===== src/rtl/mshr_scoreboard.sv =====
// rtl/mshr_scoreboard.sv - tagged load-miss register scoreboard with dependency, waw and drain stalls
module mshr_scoreboard #(
    parameter int DEPTH = 4,
    parameter int REG_W = 5,
    parameter int NSRC  = 2,
    parameter int TAG_W = $clog2(DEPTH)
) (
    input  logic                  clk,
    input  logic                  rst_n,
    input  logic                  alloc_valid,
    input  logic [REG_W-1:0]      alloc_rd,
    output logic                  alloc_ready,
    output logic [TAG_W-1:0]      alloc_tag,
    input  logic                  fill_valid,
    input  logic [TAG_W-1:0]      fill_tag,
    output logic [REG_W-1:0]      fill_rd,
    output logic                  fill_err,
    input  logic [NSRC-1:0]       src_valid,
    input  logic [NSRC*REG_W-1:0] src_rd,
    output logic                  dep_stall,
    input  logic                  drain_req,
    output logic                  drain_stall,
    output logic                  full,
    output logic                  empty,
    output logic [TAG_W:0]        count
);

    logic [DEPTH-1:0] slot_valid;
    logic [REG_W-1:0] slot_rd [DEPTH];
    logic             fill_hit;
    logic             waw;
    logic             alloc_fire;

    assign full        = (count == (TAG_W+1)'(DEPTH));
    assign empty       = (count == '0);
    assign alloc_ready = !full && !waw;
    assign alloc_fire  = alloc_valid && alloc_ready;
    assign drain_stall = drain_req && !empty;

    // Tag decode by comparison keeps out-of-range tags (non power-of-two DEPTH) harmless.
    always_comb begin
        fill_hit = 1'b0;
        fill_rd  = '0;
        for (int i = 0; i < DEPTH; i++) begin
            if (fill_tag == TAG_W'(i)) begin
                fill_hit = fill_valid && slot_valid[i];
                fill_rd  = slot_rd[i];
            end
        end
    end

    // Lowest free slot wins; slots being filled this cycle still count as occupied.
    always_comb begin
        alloc_tag = '0;
        for (int i = DEPTH - 1; i >= 0; i--) begin
            if (!slot_valid[i]) begin
                alloc_tag = TAG_W'(i);
            end
        end
    end

    always_comb begin
        waw       = 1'b0;
        dep_stall = 1'b0;
        for (int i = 0; i < DEPTH; i++) begin
            if (slot_valid[i] && alloc_rd != '0 && slot_rd[i] == alloc_rd) begin
                waw = 1'b1;
            end
            for (int s = 0; s < NSRC; s++) begin
                if (slot_valid[i] && src_valid[s] && src_rd[s*REG_W +: REG_W] != '0
                    && src_rd[s*REG_W +: REG_W] == slot_rd[i]) begin
                    dep_stall = 1'b1;
                end
            end
        end
    end

    always_ff @(posedge clk or negedge rst_n) begin
        if (!rst_n) begin
            slot_valid <= '0;
            for (int i = 0; i < DEPTH; i++) begin
                slot_rd[i] <= '0;
            end
            count    <= '0;
            fill_err <= 1'b0;
        end else begin
            for (int i = 0; i < DEPTH; i++) begin
                if (alloc_fire && alloc_tag == TAG_W'(i)) begin
                    slot_valid[i] <= 1'b1;
                    slot_rd[i]    <= alloc_rd;
                end else if (fill_hit && fill_tag == TAG_W'(i)) begin
                    slot_valid[i] <= 1'b0;
                end
            end
            case ({alloc_fire, fill_hit})
                2'b10:   count <= count + 1'b1;
                2'b01:   count <= count - 1'b1;
                default: count <= count;
            endcase
            fill_err <= fill_valid && !fill_hit;
        end
    end

endmodule


===== config.mk =====
export PLATFORM = sky130hd
export DESIGN_NAME = mshr_scoreboard
export DESIGN_NICKNAME = d
export VERILOG_FILES = /design/src/rtl/mshr_scoreboard.sv
export SDC_FILE = /design/constraint.sdc
export NUM_CORES = 1
export LEC_CHECK = 0
export ABC_AREA = 1
export BUFFER_PORTS_ARGS = -buffer_cell sky130_fd_sc_hd__buf_2
export CORE_AREA = 2 2 92 94
export CTS_CLUSTER_DIAMETER = 120
export DETAILED_ROUTE_END_ITERATION = 16
export DIE_AREA = 0 0 94 96
export GPL_TIMING_DRIVEN = 0
export PLACE_DENSITY = 0.5
export SYNTH_ARGS = -nofsm -noshare
export SYNTH_HDL_FRONTEND = slang
export SYNTH_SLANG_ARGS = --single-unit

===== constraint.sdc =====
create_clock -name clk -period 3.4 [get_ports clk]
set_input_delay 0.51 -clock clk [delete_from_list [all_inputs] [get_ports clk]]
set_output_delay 0.51 -clock clk [all_outputs]
set_load 0.1 [all_outputs]

==> metrics.txt <==
die height roughly 96 microns; I/O Pins 40; Area contributors post-synth dfrtp_1 28%, nand2_1 17%, inv_1 6.6%, nand4_1 6.3%, o22ai_1 6.3%; top post-synthesis cells by count 114 x nand2_1, 44 x inv_1, 36 x nor2_1; share of cells above drive strength 1 18.5%; drt pass-1 iters 5; Post-synth EDFFs 0; first-pass GRT wire length 15.0 mm; switching pwr approximately 1.8 mW; buffers added on ports 33; Finished Layout Cells 521; Final setup viols 0; Vias 2798; vias in the first global route 2681; register share of total power between 20% and 30%; Mapped Nets slightly above 400; clock network power share 7.1%; Clock Latency Late Sink roughly 0.28 ns; Cell Int Power 1.08 mW; largest net degree at the start of global routing 29; antenna violations before repair 0; largest area contributor in the netlist dfrtp_1; Antenna diodes 0; clock tree from TritonCTS built; fin crit period roughly 2.7 ns; RSZ-0062 raised after global routing no; Filler cells around 900; Crit Path Class flop to output port; Worst Tran Pin Value between 0.6 and 0.7 ns; hold slack final about 0.24 ns; critical path fanouts, max 10; DRC 0; Hold-fix buffers, CTS 0; design area about 2900 sq um; grt ovf 0; Syn. warnings 0; CTS Root Cell clkbuf_8; ys flop type dfrtp_1; HPWL reported at the end of detailed placement approximately 7.2 mm; Via density about 5.4; startpoint types flop; WP data required 2.89 ns; Yosys reg bits 28; Syn Inst Count ~380; Max-Slew Margin vs Limit 57.0%; Routability Congestion a little over 1; fmax 0.369 GHz; Seq/Total Area, Yosys between 20% and 30%; H-tree Lvls 1; post-DR wirelength/cell 18.0 microns; CTS clk-pin slew, worst paths about 0.09 ns; HP Class input pin to asynchronous set/reset pin; core area around 8100 sq um; leakage power 1.46 nW; placed cell count roughly 520; synthesized area per cell 6.58 sq um; max cap viols 0; count leader, synth nand2_1; status finished clean; placed cell area 2800 sq um; CTS Buf Count 3; post-synth top area share approximately 28%; CTS Buffer Depth 2; Initial Util between 30% and 40%; post-CTS setup repair buffer count 0; Die Width approximately 94 microns; Worst setup EP type output port; total track usage between 20 and 25%; area growth from synthesis to layout 14.6%; synthesized cell area approximately 2500 sq um; starting DRC count in detailed routing 230; VDD IR-drop max roughly 0.61 mV; post-cts resize count 0; FP Rows 33; final setup TNS 0 ns; distinct cell type count after synthesis 33; Nets 443; WL final between 9 and 10 mm; combinational share of power between 60% and 70%; CTS Sinks 28; final worst-path cycle share between 70% and 80%; Critical Path AT roughly 2.2 ns; pwr dens a little over 1000 nW/um^2; Synth async-reset ratio 100%; switching share of total power between 60% and 70%; fin. max-slew vios 0; Hold Vio Cnt, Final 0; Setup Skew 0.00207 ns; DIE AREA 9020 sq um; Final ANT Viol Nets 0
[cells in the final DEF (no fill, tap or decap), drive strengths merged]
| cell | synthesis | layout |
|---|---|---|
| clkbuf | 3 | 7 |
| fa | 1 | 1 |
| a211oi | 2 | 2 |
| buf | 8 | 41 |
| nand2 | 118 | 118 |
| nor3 | 8 | 8 |
| nand3 | 11 | 11 |
| o21ai | 19 | 19 |
| o2111ai | 1 | 1 |
| o221ai | 2 | 2 |
| nor2 | 42 | 42 |
| xor2 | 2 | 2 |
| o211ai | 3 | 3 |
| dfrtp | 28 | 28 |
| inv | 54 | 54 |
| ha | 1 | 1 |
| o22ai | 25 | 25 |
| a21oi | 17 | 17 |
| nand4 | 29 | 29 |
| xnor2 | 5 | 5 |
[layout make-up]
class | count | area (sq um) | area share (%)
flip-flops and latches | 28 | 702 | 24.6
multi-input cells | 286 | 1500 | 52.5
well taps | 105 | 131 | 4.60
inverters | 54 | 213 | 7.44
plain buffers | 11 | 91.3 | 3.20
clock buffers | 4 | 55.1 | 1.93
repair buffers | 33 | 165 | 5.78
[stage by stage]
| stage | worst slack (ns) | utilization (%) | power, mW |
|---|---|---|---|
| after floorplan | 0.0838 | - | 2.23 |
| after global placement | 0.574 | 34.8 | 2.70 |
| after detailed placement | 0.569 | 34.8 | 2.70 |
| after CTS | 0.685 | 35.5 | 2.91 |
| after global routing | 0.490 | 35.5 | 3.13 |
| final | 0.691 | 35.5 | 2.92 |
[path summary, 6_finish.rpt]
| check | start | to | slack, ns | depth (start not counted) |
|---|---|---|---|---|
| worst max-delay path | slot_rd[16]$_DFFE_PN0P_ | alloc_ready | 0.69 | 11 |
| worst min-delay path | rst_n | count[2]$_DFFE_PN0P_ | 0.24 | 1 |
| worst max register to register | slot_rd[8]$_DFFE_PN0P_ | count[2]$_DFFE_PN0P_ | 0.74 | 17 |
| worst min register to register | slot_rd[19]$_DFFE_PN0P_ | slot_rd[19]$_DFFE_PN0P_ | 0.60 | 2 |
| max in group asynchronous | rst_n | count[2]$_DFFE_PN0P_ | 2.71 | 1 |
| min in group clk | alloc_rd[3] | slot_rd[13]$_DFFE_PN0P_ | 0.52 | 3 |
[kinds of logic after synthesis]
logic type	count (synthesis)	synth area share (%)
compound gates	69	16.5
simple gates	208	39.4
xor+xnor	7	2.46
flops	28	28.1
fa+ha+maj	2	1.30
buf+inv	65	12.2
[flip-flops by register name (all words and copies together) (netlist names)]
signal / count
slot_valid: 4
fill_err: 1
count: 3
slot_rd: 20
[power groups by stage]
stage / logic, mW / registers (mW) / clock network [mW]
after global routing: 2.08 / 0.818 / 0.230
final: 1.91 / 0.801 / 0.208
after detailed placement: 1.90 / 0.791 / 0
after floorplan: 1.42 / 0.809 / 0
after global placement: 1.90 / 0.800 / 0
after CTS: 1.91 / 0.784 / 0.215
[layer usage]
metal	wire length (microns)	global-route usage [%]
met5	0	0
met4	281	9.06
met3	598	1.80
met2	4200	33.8
met1	4310	31.1
[critical path, cell delays in order (launching register included)]
cell and delay (ns):
dfrtp_1 0.45, inv_1 0.22, nand2_1 0.08, nand2_1 0.07, nor2_1 0.04, nand3_2 0.10, nand2_4 0.08, nor2_4 0.12
nor2_4 0.05, nor2_4 0.13, buf_6 0.16, buf_2 0.43
(Power assumes the default switching activity.)
